File: src/rtl/free_addr_arb_if.sv
`default_nettype none
// ============================================================================
// Module      : free_addr_arb_if
// Description : Bus bundle between the free-address arbiter, the free-list
//               FIFO read side and the four address-consuming ports.
//               The master modport is the arbiter's view.
// Revision    : 1.0 - initial release
// ============================================================================
interface free_addr_arb_if #(
  parameter int DATA_WIDTH = 12,
  parameter int CNT_WIDTH  = 16
);
  // Free-list FIFO read side
  logic [DATA_WIDTH-1:0] iFifoData;
  logic                  iFifoEmpty;
  logic                  oFifoRd;

  // Per-port allocation enable and address handshakes
  logic [3:0]            iPortEn;
  logic                  iEptyAddrRdy0;
  logic                  iEptyAddrRdy1;
  logic                  iEptyAddrRdy2;
  logic                  iEptyAddrRdy3;
  logic [DATA_WIDTH-1:0] oEptyAddr0;
  logic [DATA_WIDTH-1:0] oEptyAddr1;
  logic [DATA_WIDTH-1:0] oEptyAddr2;
  logic [DATA_WIDTH-1:0] oEptyAddr3;
  logic                  oEptyAddrVld0;
  logic                  oEptyAddrVld1;
  logic                  oEptyAddrVld2;
  logic                  oEptyAddrVld3;

  // Allocation statistics
  logic [CNT_WIDTH-1:0]  oAllocCnt;

  modport master (
    input  iFifoData, iFifoEmpty, iPortEn,
    input  iEptyAddrRdy0, iEptyAddrRdy1, iEptyAddrRdy2, iEptyAddrRdy3,
    output oFifoRd,
    output oEptyAddr0, oEptyAddr1, oEptyAddr2, oEptyAddr3,
    output oEptyAddrVld0, oEptyAddrVld1, oEptyAddrVld2, oEptyAddrVld3,
    output oAllocCnt
  );

  modport slave (
    output iFifoData, iFifoEmpty, iPortEn,
    output iEptyAddrRdy0, iEptyAddrRdy1, iEptyAddrRdy2, iEptyAddrRdy3,
    input  oFifoRd,
    input  oEptyAddr0, oEptyAddr1, oEptyAddr2, oEptyAddr3,
    input  oEptyAddrVld0, oEptyAddrVld1, oEptyAddrVld2, oEptyAddrVld3,
    input  oAllocCnt
  );
endinterface
`default_nettype wire

File: src/rtl/free_addr_arb.sv
`default_nettype none
// ============================================================================
// Module      : free_addr_arb
// Description : Distributes free buffer addresses from a single free-list
//               FIFO to four ports. Round-robin grant, one FIFO read per
//               cycle, one-entry holding register per port with a
//               valid/ready handshake, and a handshake counter.
// Revision    : 1.0 - initial release
// ============================================================================
module free_addr_arb #(
  parameter int DATA_WIDTH = 12,
  parameter int CNT_WIDTH  = 16
) (
  input  wire logic       iClk,
  input  wire logic       iRst_n,
  free_addr_arb_if.master bus
);

  // Holding registers, pending-read tracking, round-robin pointer, counter
  logic [3:0]            vld_q,     vld_d;
  logic [DATA_WIDTH-1:0] addr_q[4];
  logic [DATA_WIDTH-1:0] addr_d[4];
  logic                  pend_q,    pend_d;
  logic [1:0]            pend_id_q, pend_id_d;
  logic [1:0]            ptr_q,     ptr_d;
  logic [CNT_WIDTH-1:0]  cnt_q,     cnt_d;

  logic [3:0]            rdy;
  logic [3:0]            req;
  logic [3:0]            hs;
  logic [2:0]            hs_cnt;
  logic                  gnt_any;
  logic [1:0]            gnt_id;
  logic [1:0]            scan_idx;
  logic                  fire;

  assign rdy = {bus.iEptyAddrRdy3, bus.iEptyAddrRdy2,
                bus.iEptyAddrRdy1, bus.iEptyAddrRdy0};

  // A port asks for an address only when its slot is empty and no read is
  // already on its way to it.
  always_comb begin
    req = 4'b0000;
    for (int n = 0; n < 4; n++) begin
      req[n] = bus.iPortEn[n] & ~vld_q[n] & ~(pend_q & (pend_id_q == 2'(n)));
    end
  end

  // Round-robin search upward from the pointer; first requester wins.
  always_comb begin
    gnt_any  = 1'b0;
    gnt_id   = ptr_q;
    scan_idx = ptr_q;
    for (int i = 0; i < 4; i++) begin
      scan_idx = ptr_q + 2'(i);
      if (!gnt_any && req[scan_idx]) begin
        gnt_any = 1'b1;
        gnt_id  = scan_idx;
      end
    end
  end

  // A grant only happens when there is something to read.
  assign fire = gnt_any & ~bus.iFifoEmpty;

  // Next-state: consume handshakes, land the pending read, track grants.
  always_comb begin
    hs     = vld_q & rdy;
    hs_cnt = 3'(hs[0]) + 3'(hs[1]) + 3'(hs[2]) + 3'(hs[3]);
    vld_d  = vld_q & ~hs;
    addr_d = addr_q;
    // The pending port had no valid entry when granted, so it cannot be
    // handshaking in the same cycle its address lands.
    if (pend_q) begin
      vld_d[pend_id_q]  = 1'b1;
      addr_d[pend_id_q] = bus.iFifoData;
    end
    pend_d    = fire;
    pend_id_d = fire ? gnt_id : pend_id_q;
    ptr_d     = fire ? (gnt_id + 2'd1) : ptr_q;
    cnt_d     = cnt_q + CNT_WIDTH'(hs_cnt);
  end

  // State registers; reset discards any read in flight.
  always_ff @(posedge iClk or negedge iRst_n) begin
    if (!iRst_n) begin
      vld_q     <= 4'b0000;
      pend_q    <= 1'b0;
      pend_id_q <= 2'd0;
      ptr_q     <= 2'd0;
      cnt_q     <= '0;
      for (int n = 0; n < 4; n++) begin
        addr_q[n] <= '0;
      end
    end else begin
      vld_q     <= vld_d;
      pend_q    <= pend_d;
      pend_id_q <= pend_id_d;
      ptr_q     <= ptr_d;
      cnt_q     <= cnt_d;
      for (int n = 0; n < 4; n++) begin
        addr_q[n] <= addr_d[n];
      end
    end
  end

  // The read strobe is combinational from state and inputs, so it is masked
  // by reset directly to stay low while reset is asserted.
  assign bus.oFifoRd       = fire & iRst_n;
  assign bus.oEptyAddr0    = addr_q[0];
  assign bus.oEptyAddr1    = addr_q[1];
  assign bus.oEptyAddr2    = addr_q[2];
  assign bus.oEptyAddr3    = addr_q[3];
  assign bus.oEptyAddrVld0 = vld_q[0];
  assign bus.oEptyAddrVld1 = vld_q[1];
  assign bus.oEptyAddrVld2 = vld_q[2];
  assign bus.oEptyAddrVld3 = vld_q[3];
  assign bus.oAllocCnt     = cnt_q;

endmodule
`default_nettype wire

File: src/flat_wrapper.sv
// flat-port wrapper written by rule: the top's interface ports become plain ports
module free_addr_arb_flat 
#(
  parameter int DATA_WIDTH = 12,
  parameter int CNT_WIDTH  = 16
)
  (iClk, iRst_n, bus_iFifoData, bus_iFifoEmpty, bus_iPortEn, bus_iEptyAddrRdy0, bus_iEptyAddrRdy1, bus_iEptyAddrRdy2, bus_iEptyAddrRdy3, bus_oFifoRd, bus_oEptyAddr0, bus_oEptyAddr1, bus_oEptyAddr2, bus_oEptyAddr3, bus_oEptyAddrVld0, bus_oEptyAddrVld1, bus_oEptyAddrVld2, bus_oEptyAddrVld3, bus_oAllocCnt);
  free_addr_arb_if #(.DATA_WIDTH(DATA_WIDTH), .CNT_WIDTH(CNT_WIDTH)) bus_i ();
  input  wire logic iClk;
  input  wire logic iRst_n;
  input wire logic [$bits(bus_i.iFifoData)-1:0] bus_iFifoData;
  input wire logic [$bits(bus_i.iFifoEmpty)-1:0] bus_iFifoEmpty;
  input wire logic [$bits(bus_i.iPortEn)-1:0] bus_iPortEn;
  input wire logic [$bits(bus_i.iEptyAddrRdy0)-1:0] bus_iEptyAddrRdy0;
  input wire logic [$bits(bus_i.iEptyAddrRdy1)-1:0] bus_iEptyAddrRdy1;
  input wire logic [$bits(bus_i.iEptyAddrRdy2)-1:0] bus_iEptyAddrRdy2;
  input wire logic [$bits(bus_i.iEptyAddrRdy3)-1:0] bus_iEptyAddrRdy3;
  output wire logic [$bits(bus_i.oFifoRd)-1:0] bus_oFifoRd;
  output wire logic [$bits(bus_i.oEptyAddr0)-1:0] bus_oEptyAddr0;
  output wire logic [$bits(bus_i.oEptyAddr1)-1:0] bus_oEptyAddr1;
  output wire logic [$bits(bus_i.oEptyAddr2)-1:0] bus_oEptyAddr2;
  output wire logic [$bits(bus_i.oEptyAddr3)-1:0] bus_oEptyAddr3;
  output wire logic [$bits(bus_i.oEptyAddrVld0)-1:0] bus_oEptyAddrVld0;
  output wire logic [$bits(bus_i.oEptyAddrVld1)-1:0] bus_oEptyAddrVld1;
  output wire logic [$bits(bus_i.oEptyAddrVld2)-1:0] bus_oEptyAddrVld2;
  output wire logic [$bits(bus_i.oEptyAddrVld3)-1:0] bus_oEptyAddrVld3;
  output wire logic [$bits(bus_i.oAllocCnt)-1:0] bus_oAllocCnt;
  assign bus_i.iFifoData = bus_iFifoData;
  assign bus_i.iFifoEmpty = bus_iFifoEmpty;
  assign bus_i.iPortEn = bus_iPortEn;
  assign bus_i.iEptyAddrRdy0 = bus_iEptyAddrRdy0;
  assign bus_i.iEptyAddrRdy1 = bus_iEptyAddrRdy1;
  assign bus_i.iEptyAddrRdy2 = bus_iEptyAddrRdy2;
  assign bus_i.iEptyAddrRdy3 = bus_iEptyAddrRdy3;
  assign bus_oFifoRd = bus_i.oFifoRd;
  assign bus_oEptyAddr0 = bus_i.oEptyAddr0;
  assign bus_oEptyAddr1 = bus_i.oEptyAddr1;
  assign bus_oEptyAddr2 = bus_i.oEptyAddr2;
  assign bus_oEptyAddr3 = bus_i.oEptyAddr3;
  assign bus_oEptyAddrVld0 = bus_i.oEptyAddrVld0;
  assign bus_oEptyAddrVld1 = bus_i.oEptyAddrVld1;
  assign bus_oEptyAddrVld2 = bus_i.oEptyAddrVld2;
  assign bus_oEptyAddrVld3 = bus_i.oEptyAddrVld3;
  assign bus_oAllocCnt = bus_i.oAllocCnt;
  free_addr_arb #(.DATA_WIDTH(DATA_WIDTH), .CNT_WIDTH(CNT_WIDTH)) u_core (.iClk(iClk), .iRst_n(iRst_n), .bus(bus_i));
endmodule
File: config.mk
export PLATFORM = sky130hd
export DESIGN_NAME = free_addr_arb_flat
export DESIGN_NICKNAME = d
export VERILOG_FILES = /design/src/rtl/free_addr_arb_if.sv /design/src/rtl/free_addr_arb.sv /design/src/flat_wrapper.sv
export SDC_FILE = /design/constraint.sdc
export NUM_CORES = 1
export LEC_CHECK = 0
export CAP_MARGIN = 0
export CORE_ASPECT_RATIO = 0.7
export CORE_MARGIN = 4
export CORE_UTILIZATION = 42
export DETAILED_ROUTE_END_ITERATION = 12
export PLACE_DENSITY_LB_ADDON = 0.3
export RECOVER_POWER = 50
export SYNTH_ARGS = -nofsm -noshare
export SYNTH_HDL_FRONTEND = slang
export SYNTH_SLANG_ARGS = --single-unit
File: constraint.sdc
create_clock -name iClk -period 3.35 [get_ports iClk]
set_clock_uncertainty 0.1 [all_clocks]
set_input_delay 0.67 -clock iClk [delete_from_list [all_inputs] [get_ports iClk]]
set_output_delay 0.67 -clock iClk [all_outputs]
set_load 0.005 [all_outputs]
==> flow_results.org, run 1 <==
** Global route
- The first global-routing pass estimated 11550 um of wire.
- In the global route stage, met3 resource usage came out at 0.09091.
- After global routing the overflow that remains totals 0.
- For met1 alone, demand over resource in global routing was 0.2089.
- Entering global routing, the biggest net connects 74 pins.
- In the global route stage, overall resource usage came out at 0.1691.
- Initial antenna violation count :: 0
- The via count of the first global-routing pass was 2269.
- Top Usage Layer GRT :: met2
- For this run, global-route usage on met2 was measured as 0.2694.

** Power and ir drop
- P_leak :: 1.922 nW
- Total Power Consumption :: 0.004028 W
- Switch Pwr :: 0.001171 W
- Internal power comes to 0.002857 W.
- Fraction of power consumed by combinational cells :: 0.430
- Of the total power, the share spent switching nets is 0.2907.
- For this design the ratio of total power to cell area is 906.0 nW/um2.
- The share of total power dissipated in sequential elements is 0.381.
- The share of total power dissipated in the clock network is 0.189.
- Worst ir drop on vdd :: 0.0004929 V

** CTS
- Htree depth :: 3
- TritonCTS created 9 clock buffers.
- TritonCTS sink count :: 73
- CTS tree :: built
- Clock-pin slew on the worst setup and hold paths :: 70 ps
- CTS placed an instance of sky130_fd_sc_hd__clkbuf_8 at the clock tree root.
- At the later pin of the worst-skew pair, clock insertion delay measures 340 ps.
- Hold Buf Count CTS :: 0
- The longest clock path from root to sink contains 2 buffers.

** Timing
- The count of endpoints failing hold in the final timing report is 0.
- At the pin with the least slew margin, the transition time is 1744 ps.
- Setup repair after global routing left no endpoint under its margin.
- In the finished design, the share of the clock period the worst path needs comes to 0.9569.
- The final max-slew violation count came to 74.
- Sum of negative setup slack :: 0 ps
- Min Clock Period, post-route :: 3206 ps
- Based on the critical path, the design can be clocked at up to 312.0 MHz.
- Setup violations remaining at the end of the flow were counted as 0.
- Min setup slack post-route :: 144.4 ps
- Slew margin rel. :: -0.1625

** Die
- The initial utilization of the core area, before any placement, comes to 0.4456.
- Core region area :: 6975 um2
- Floorplan die height :: 79.97 um
- In this run the horizontal extent of the chip is 110.8 um.
- Area of the die :: 8862 um2
- Row count :: 25
- Pin placement for this block handled 92 I/O pins.

** Finish
- N_diodes :: 0
- Of the cells placed in the final design, the portion with a size suffix greater than 1 is 0.2559.
- Net total in the final layout :: 365
- With fillers left out, the area of the finished cells amounts to 4446 um2.
- After the flow finishes, the layout carries non-filler instances totaling 434.
- Syn-to-layout area delta :: 43.04%

** Place
- Count of buffers from port buffering :: 91
- Routability-driven placement finished with a final weighted congestion of 0.7611.
- Worst setup timing slack at the placement stage :: -437.8 ps
- Total placed cells including tap cells :: 415
- Detail Placement HPWL :: 5113 um
- In this run the cell area measured after placement is 4209 um2.

** Synth
- The number of nets handed over by synthesis was 253.
- Summing every instance area after synthesis gives 3108 um2.
- Counting flops and latches in the post-synthesis netlist gives 73.
- The share of the Yosys chip area taken by registers is 0.5878.
- Distinct cell type count of the synthesized netlist :: 41
- Post-synthesis cell count :: 223
- For this run, the number of Yosys warnings is 0.
- Average cell area after synthesis :: 13.94 um2

** Worst hold path
- The tightest min-delay check is of the reg -> reg type.
- The startpoint identified for the worst hold timing path is u_core.bus.oAllocCnt[14].

** Setup path
- Worst Path Max Fanout :: 4
- STA puts the critical path data required time at 3480 ps.
- The worst setup path is captured at a flip-flop.
- At the worst endpoint, the arrival time is 3330 ps.
- Worst setup path startpoint :: bus_iEptyAddrRdy3
- R2R setup slack :: 360 ps
- The worst register-to-register path begins at u_core.vld_q[1].
- Path type of the worst setup path :: in -> reg
- The endpoint identified for the worst register-to-register timing path is u_core.bus.oAllocCnt[10].
- STA classifies the critical path startpoint as an input pin.
- The worst register-to-register path has a depth of 12.
- In this run the worst setup path terminates at u_core.bus.oAllocCnt[10].

** Drt
- DRC viols :: 0
- Using the TritonRoute via totals, the vias-per-cell ratio works out to 4.929.
- The count of nets left with antenna violations once routing finished came out at 0.
- Total detailed-routing wirelength :: 7198 um
- After detailed routing, the average wire length per cell comes to 16.59 um.
- The routed layout has 2139 vias.
- The detailed router finished its first iteration with 51 violations.
- Number of search-and-repair iterations in the first detailed-routing pass :: 4

** Status
- Outcome :: finished, violations left
- Failing checks :: capacitance limit, slew limit

** Flow run
- Max-cap violations in this run came to 1.
layout make-up:
cell class	count	area, um2
Clock buffer	10	137.6
Clock inverter	6	90.09
Tap cell	94	117.6
Timing Repair Buffer	107	1012
Fill cell	561	2530
Inverter	11	41.29
Multi-Input combinational cell	133	1220
Sequential cell	73	1827
metal layers:
layer  part of all wire  vias to the layer above
met5                  0                        -
met4             0.0011                        0
met3              0.087                        2
met2               0.47                       59
met1               0.44                     1068
li1                   -                     1010
registers in the layout (all words and copies together), names as in the netlist:
name and flops:
u_core.bus.oAllocCnt 16, u_core.bus.oEptyAddr0 12, u_core.bus.oEptyAddr1 12, u_core.bus.oEptyAddr2 12, u_core.bus.oEptyAddr3 12, u_core.vld_q 4, u_core.pend_id_q 2, u_core.ptr_q 2
u_core.pend_q 1
power groups by stage:
stage / registers [W] / logic, W / clock network [W]
2_1_floorplan: 0.00153 / 0.000743 / 0
3_3_place_gp: 0.00153 / 0.00170 / 0
3_5_place_dp: 0.00155 / 0.00173 / 0
4_1_cts: 0.00155 / 0.00175 / 0.000788
5_1_grt: 0.00159 / 0.00189 / 0.000831
6_report: 0.00153 / 0.00173 / 0.000762
Yosys cell counts:
cell,count,area (um2)
sky130_fd_sc_hd__xor2_1,2,17.52
sky130_fd_sc_hd__and3_1,2,12.51
sky130_fd_sc_hd__or3b_1,1,8.760
sky130_fd_sc_hd__xnor2_1,12,105.1
sky130_fd_sc_hd__mux2_2,48,540.5
sky130_fd_sc_hd__o21a_1,1,7.510
sky130_fd_sc_hd__dfrtp_1,73,1827
sky130_fd_sc_hd__a41oi_2,1,16.27
sky130_fd_sc_hd__buf_1,2,7.510
sky130_fd_sc_hd__mux2_1,1,11.26
sky130_fd_sc_hd__a21oi_1,4,20.02
sky130_fd_sc_hd__nand2b_1,1,6.260
sky130_fd_sc_hd__nand3b_1,2,15.01
sky130_fd_sc_hd__nor2_1,5,18.77
sky130_fd_sc_hd__buf_4,1,7.510
sky130_fd_sc_hd__nand3_1,5,25.02
sky130_fd_sc_hd__o311a_1,1,10.01
sky130_fd_sc_hd__a21o_1,2,15.01
sky130_fd_sc_hd__fa_1,2,40.04
sky130_fd_sc_hd__a211o_1,1,8.760
sky130_fd_sc_hd__and2_1,6,37.54
sky130_fd_sc_hd__mux2i_1,2,20.02
sky130_fd_sc_hd__o2111ai_1,1,8.760
sky130_fd_sc_hd__nor3b_1,1,7.510
sky130_fd_sc_hd__nand2_1,7,26.28
sky130_fd_sc_hd__a311oi_2,1,15.01
sky130_fd_sc_hd__nor3b_4,1,18.77
sky130_fd_sc_hd__ha_1,5,62.56
sky130_fd_sc_hd__and4_1,1,8.760
sky130_fd_sc_hd__inv_1,11,41.29
sky130_fd_sc_hd__a31oi_1,1,6.260
sky130_fd_sc_hd__a2bb2oi_1,2,17.52
sky130_fd_sc_hd__o211a_1,1,10.01
sky130_fd_sc_hd__nor4b_1,1,8.760
sky130_fd_sc_hd__clkbuf_1,3,11.26
sky130_fd_sc_hd__and3_4,1,11.26
sky130_fd_sc_hd__nor2b_1,2,12.51
sky130_fd_sc_hd__o21ba_4,1,16.27
sky130_fd_sc_hd__nand4_1,2,12.51
sky130_fd_sc_hd__o21ai_0,5,25.02
sky130_fd_sc_hd__nand3_2,1,10.01
worst min-delay path by stage:
stage,slack [ps],end,cells past startpoint
2_1_floorplan,270,u_core.bus.oAllocCnt[0],0
3_3_place_gp,360,u_core.bus.oAllocCnt[15],1
3_5_place_dp,390,u_core.bus.oAllocCnt[14],1
4_1_cts,400,u_core.bus.oAllocCnt[14],1
5_1_grt,410,u_core.bus.oAllocCnt[14],1
6_report,400,u_core.bus.oAllocCnt[14],1
critical path, cell delays in order:
cell and delay [ps]:
sky130_fd_sc_hd__dlygate4sd3_1 560, sky130_fd_sc_hd__and2_1 170, sky130_fd_sc_hd__fa_2 570, sky130_fd_sc_hd__ha_2 180
sky130_fd_sc_hd__inv_1 50, sky130_fd_sc_hd__fa_2 350, sky130_fd_sc_hd__nor2b_2 150, sky130_fd_sc_hd__o2111ai_2 130
sky130_fd_sc_hd__nor2_1 120, sky130_fd_sc_hd__buf_4 140, sky130_fd_sc_hd__nand4_1 110, sky130_fd_sc_hd__xnor2_1 140
cells in the final DEF (no fill, tap or decap), types with 2 or more instances in the layout:
cell type,Yosys,final
sky130_fd_sc_hd__clkdlybuf4s50_1,0,86
sky130_fd_sc_hd__dfrtp_1,73,73
sky130_fd_sc_hd__mux2_2,48,48
sky130_fd_sc_hd__xnor2_1,12,12
sky130_fd_sc_hd__buf_4,1,12
sky130_fd_sc_hd__inv_1,11,11
sky130_fd_sc_hd__clkbuf_8,0,10
sky130_fd_sc_hd__nand2_1,7,7
sky130_fd_sc_hd__and2_1,6,6
sky130_fd_sc_hd__nand3_1,5,6
sky130_fd_sc_hd__nor2_1,5,5
sky130_fd_sc_hd__o21ai_0,5,5
sky130_fd_sc_hd__a21oi_1,4,4
sky130_fd_sc_hd__ha_1,5,4
sky130_fd_sc_hd__clkbuf_1,3,4
sky130_fd_sc_hd__a21o_1,2,2
sky130_fd_sc_hd__nand4_1,2,2
sky130_fd_sc_hd__nand3b_1,2,2
sky130_fd_sc_hd__nor3b_1,1,2
sky130_fd_sc_hd__and3_1,2,2
sky130_fd_sc_hd__xor2_1,2,2
sky130_fd_sc_hd__a2bb2oi_1,2,2
sky130_fd_sc_hd__mux2i_1,2,2
sky130_fd_sc_hd__fa_2,0,2
sky130_fd_sc_hd__bufinv_16,0,2
sky130_fd_sc_hd__dlygate4sd3_1,0,2
cell families after synthesis:
kind of cell	synth area share
buf+inv	0.02174
flops	0.5878
mux	0.1840
compound gates	0.05677
simple gates	0.07730
fa+ha+maj	0.03301
xor+xnor	0.03945
what timing repair did:
item / CTS / global route
hold endpoints to repair: 0 / 0
setup endpoints to repair: 4 / 6
resized for setup: 3 / 4
pin swaps: 7 / 4
buffers inserted: 1 / 2
stage by stage:
stage          hold slack, ps    util
3_5_place_dp            387.6  0.6034
6_report                401.5  0.6373
4_1_cts                 403.9  0.6377
3_3_place_gp            363.4  0.6034
2_1_floorplan           274.4       -
5_1_grt                 413.2  0.6373
No activity file was read; power rests on OpenSTA's default activity.
==> run 2: changes to the inputs <==
--- a/config.mk
+++ b/config.mk
@@ -5,12 +5,13 @@
 export SDC_FILE = /design/constraint.sdc
 export NUM_CORES = 1
 export LEC_CHECK = 0
+export ABC_AREA = 1
 export CAP_MARGIN = 0
 export CORE_ASPECT_RATIO = 0.7
 export CORE_MARGIN = 4
-export CORE_UTILIZATION = 42
+export CORE_UTILIZATION = 43
 export DETAILED_ROUTE_END_ITERATION = 12
-export PLACE_DENSITY_LB_ADDON = 0.3
+export PLACE_DENSITY = 0.76
 export RECOVER_POWER = 50
 export SYNTH_ARGS = -nofsm -noshare
 export SYNTH_HDL_FRONTEND = slang
==> run 2 against run 1 <==
Effect of this change:
- the run still ends with capacitance limit, slew limit left
- non-clock buffer count grew 8
- critical path depth rose by 4
- synthesized cell count increased by 54%
- highest routed layer is now met5
==> flow_results.org, run 2 <==
** Die
- The number of top-level design ports came to 92 (unchanged).
- The area of the core region is 6944 um2 (-0.45%).
- The vertical die dimension is 79.73 um (-0.30%).
- The horizontal die dimension was 110.5 um (-0.31%).
- Starting density of the core :: 0.4551 (+0.009575)
- The row count came to 25 (unchanged).
- Area of the die :: 8808 um2 (-0.61%)

** Status
- Outcome :: finished, violations left
- The final reports fail on capacitance limit, slew limit.

** Synth
- Distinct cell type count of the synthesized netlist :: 23 (-44%)
- sky130_fd_sc_hd__dfrtp_1 takes more of the synthesized area than any other cell.
- Total standard cell area after synthesis :: 3161 um2 (+1.7%)
- Seq/Total Area, Yosys :: 0.5780 (-0.009773)
- Sorting the synthesized cells by area gives the leading types as sky130_fd_sc_hd__dfrtp_1 58%, sky130_fd_sc_hd__nand2_1 11%, sky130_fd_sc_hd__o21ai_0 8.4%.
- The register bit count reported by yosys came to 73 (unchanged).
- Prevailing post-synth register cell :: sky130_fd_sc_hd__dfrtp_1
- Cell types with the highest counts after synthesis :: 89 x sky130_fd_sc_hd__nand2_1, 73 x sky130_fd_sc_hd__dfrtp_1, 53 x sky130_fd_sc_hd__o21ai_0
- Post-synthesis cell count :: 343 (+54%)
- Net count of the mapped netlist :: 373 (+47%)
- By instance count, the leading cell after synthesis is sky130_fd_sc_hd__nand2_1.
- Average cell area after synthesis :: 9.214 um2 (-34%)
- EDFF count, synth :: 0 (unchanged)
- Count of synthesis-stage warnings from yosys :: 0 (unchanged)
- The share of flip-flops with an asynchronous set or reset after synthesis is 1.000 (unchanged).
- The share of the synthesized area in the top cell type is 0.5780 (-0.009773).

** Power and ir drop
- Power per standard cell area :: 933.7 nW/um2 (+3.1%)
- Part of the power in registers :: 0.369 (-0.012)
- Switch Pwr :: 0.001573 W (+34%)
- P_leak :: 2.237 nW (+16%)
- Fraction of power consumed by combinational cells :: 0.466 (+0.036)
- The clock network power share was 0.165 (-0.024).
- The internal power component was 0.002699 W (-5.5%).
- Switching portion of total power :: 0.3683 (+0.07755)
- The peak ir drop on the vdd network came to 0.0004824 V (-2.1%).

** Setup path
- In this run the critical register-to-register path is captured at u_core.bus.oAllocCnt[15].
- STA classifies the critical path startpoint as an input pin.
- The largest driver fanout on the critical path came to 2 (-2).
- Crit path arrival time :: 3250 ps (-80 ps)
- Path type of the worst setup path :: in -> reg
- The setup slack of the worst register-to-register path came to 320 ps (-40 ps).
- Kind of capture point of the worst setup path :: flip-flop
- The path depth of the worst reg2reg path is 16 (+4).
- Worst reg2reg startpoint :: u_core.vld_q[1]
- The endpoint required time on the critical path came to 3490 ps (about the same).

** Place
- The placer's final routability congestion estimate came to 0.7997 (+5.1%).
- Total placed cells including tap cells :: 536 (+29%)
- Placed Area :: 4279 um2 (+1.7%)
- The half-perimeter wire length after placement came to 5766 um (+13%).
- The count of input and output buffers came to 91 (unchanged).

** Worst hold path
- The path with the worst hold slack has its endpoint at u_core.bus.oEptyAddr3[10].
- Hold Path Depth :: 2 (+1)
- The worst hold path belongs to the class reg -> reg.
- The worst hold path begins at u_core.bus.oEptyAddr3[10].

** Finish
- The library cell used most frequently in the layout, excluding fill and tap cells, is sky130_fd_sc_hd__nand2_1.
- Net total in the final layout :: 489 (+34%)
- Max reg flops :: 16 (unchanged)
- The final design utilization came to 0.6589 (+0.02161).
- Syn-to-layout area delta :: 44.77%
- The final design instance area without fill is 4576 um2 (+2.9%).
- Final Non-Filler Cells :: 558 (+29%)
- The fraction of final layout cells with drive strength greater than 1 is 0.1315 (-0.1244).
- The number of diodes added for antenna fixing was 0 (unchanged).
- Top library cells by usage in the layout, fill and taps aside :: 89 x sky130_fd_sc_hd__nand2_1, 87 x sky130_fd_sc_hd__clkdlybuf4s50_1, 73 x sky130_fd_sc_hd__dfrtp_1, 52 x sky130_fd_sc_hd__o21ai_0, 38 x sky130_fd_sc_hd__inv_1

** Timing
- The clock period minus final worst setup slack is 3117 ps (-88.85 ps).
- The share of the clock period used by the worst path is 0.9304 (-0.02652).
- The final max-slew violation count came to 74 (unchanged).
- Worst-margin pin slew :: 1770 ps (+26.20 ps)
- Setup repair after global routing missed its margin :: no
- The final count of negative-setup-slack endpoints is 0 (unchanged).
- The tightest slew margin relative to the limit came to -0.1800 (-0.01747).
- Hold Vio Cnt, Final :: 0 (unchanged)
- The maximum frequency from static timing analysis is 320.8 MHz (+2.9%).
- Final-layout worst hold slack :: 389.6 ps (-11.89 ps)

** CTS
- Source-to-sink clock delay at the later pin of the worst-skew pair :: 350 ps (about the same)
- The buffer depth of the longest clock path was 2 (unchanged).
- The total CTS buffers is 9 (unchanged).
- Cell at the root of the clock tree :: sky130_fd_sc_hd__clkbuf_8
- The clock-pin slew on the worst setup and hold paths came to 80 ps (about the same).
- The depth of the CTS H-tree was 3 (unchanged).
- TritonCTS built the clock tree.
- TritonCTS sink count :: 73 (unchanged)
- The cts-stage hold buffer count is 0 (unchanged).

** Drt
- Routed vias :: 2689 (+26%)
- The wire length per cell came to 14.39 um (-13%).
- The detailed-route wire length on metal 1 came to 3814 um (+20%).
- Initial DRC count :: 131 (+160%)
- Vias per cell :: 4.819 (-2.2%)
- Total detailed-routing wirelength :: 8029 um (+12%)
- The remaining routing DRC violations came to 0 (unchanged).
- Number of search-and-repair iterations in the first detailed-routing pass :: 4 (unchanged)
- Antenna-violating nets left :: 0 (unchanged)
- Detailed route wirelength on metal3 :: 747 um (+20%)
- Highest metal layer with signal wires :: met5
- The met2 routed wirelength came to 3422 um (+1.2%).

** Global route
- The via count of the first global-routing pass was 2697 (+19%).
- Largest net degree at the start of global routing :: 74 (unchanged)
- The first-pass GRT wire length was 13610 um (+18%).
- Total routing usage reported by global routing :: 0.1950 (+0.02590)
- The overflow left after global routing is 0 (unchanged).
- The number of antenna violations at the first check in global routing came to 1 (+1).

** Flow run
- The number of maximum-capacitance violations came to 1 (unchanged).
[run 2: cell count changes after synthesis, sizes merged, moves of 8 or more]
cell / before / now
mux2: 49 / 0
nand3: 6 / 30
nand2: 7 / 92
o21ai: 5 / 55
nor2: 5 / 13
inv: 11 / 41
[run 2: final cells by class]
| class | instances | area, um2 |
|---|---|---|
| Clock buffer | 10 | 137.6 |
| Clock inverter | 6 | 67.56 |
| Fill cell | 562 | 2369 |
| Inverter | 41 | 153.9 |
| Multi-Input combinational cell | 219 | 1196 |
| Sequential cell | 73 | 1827 |
| Tap cell | 94 | 117.6 |
| Timing Repair Buffer | 115 | 1076 |
[run 2: through the flow]
stage          total power (W)  TNS (ps)  setup WS (ps)
6_report              0.004272         0          233.3
3_5_place_dp          0.003551     -2915         -494.5
3_3_place_gp          0.003492     -2183         -413.3
2_1_floorplan         0.002451         0          52.63
5_1_grt               0.004650         0          41.35
4_1_cts               0.004313         0          9.226
[run 2: kinds of logic after synthesis]
logic type,Yosys count,synth area share
buffers and inverters,51,0.06136
XOR/XNOR,15,0.04395
AO/OA/AOI/OAI,60,0.1006
adder cells (fa/ha/maj),7,0.03246
flip-flops,73,0.5780
AND/OR/NAND/NOR,137,0.1837
[run 2: worst max-delay path: stages]
cell and delay, ps:
sky130_fd_sc_hd__clkdlybuf4s50_1 410, sky130_fd_sc_hd__nand2_1 70, sky130_fd_sc_hd__inv_1 60, sky130_fd_sc_hd__fa_2 410
sky130_fd_sc_hd__ha_4 250, sky130_fd_sc_hd__ha_1 270, sky130_fd_sc_hd__a21oi_1 70, sky130_fd_sc_hd__o21ai_1 170
sky130_fd_sc_hd__nand2_1 100, sky130_fd_sc_hd__nor2_2 160, sky130_fd_sc_hd__nand2_2 80, sky130_fd_sc_hd__nor2_2 130
sky130_fd_sc_hd__nand2_1 70, sky130_fd_sc_hd__nor2_1 100, sky130_fd_sc_hd__nand3_1 80, sky130_fd_sc_hd__xnor2_1 140
[run 2: worst max path at each step]
stage,cells past startpoint,start,slack (ps),endpoint
floorplan,14,bus_iEptyAddrRdy0,50,u_core.bus.oAllocCnt[14]
global placement,15,bus_iEptyAddrRdy1,-410,u_core.bus.oAllocCnt[14]
detailed placement,15,bus_iEptyAddrRdy0,-490,u_core.bus.oAllocCnt[14]
CTS,15,bus_iEptyAddrRdy0,9,u_core.bus.oAllocCnt[14]
global route,16,bus_iEptyAddrRdy3,40,u_core.bus.oAllocCnt[15]
finish,16,bus_iEptyAddrRdy3,230,u_core.bus.oAllocCnt[15]
[run 2: timing repair]
action,CTS,global route
endpoints found under the setup margin,5,8
buffers inserted,3,3
pin swaps,8,9
gates resized for setup,9,12
[run 2: power groups by stage]
stage	registers [W]	logic, W	clock network (W)
2_1_floorplan	0.00154	0.000912	0
3_3_place_gp	0.00157	0.00192	0
3_5_place_dp	0.00158	0.00198	0
4_1_cts	0.00158	0.00202	0.000718
5_1_grt	0.00163	0.00226	0.000760
6_report	0.00157	0.00199	0.000704
[run 2: metal layers]
metal | vias to the layer above | track usage
li1 | 1318 | -
met1 | 1268 | 0.2645
met2 | 92 | 0.2827
met3 | 9 | 0.09015
met4 | 2 | 0.05166
met5 | - | 0
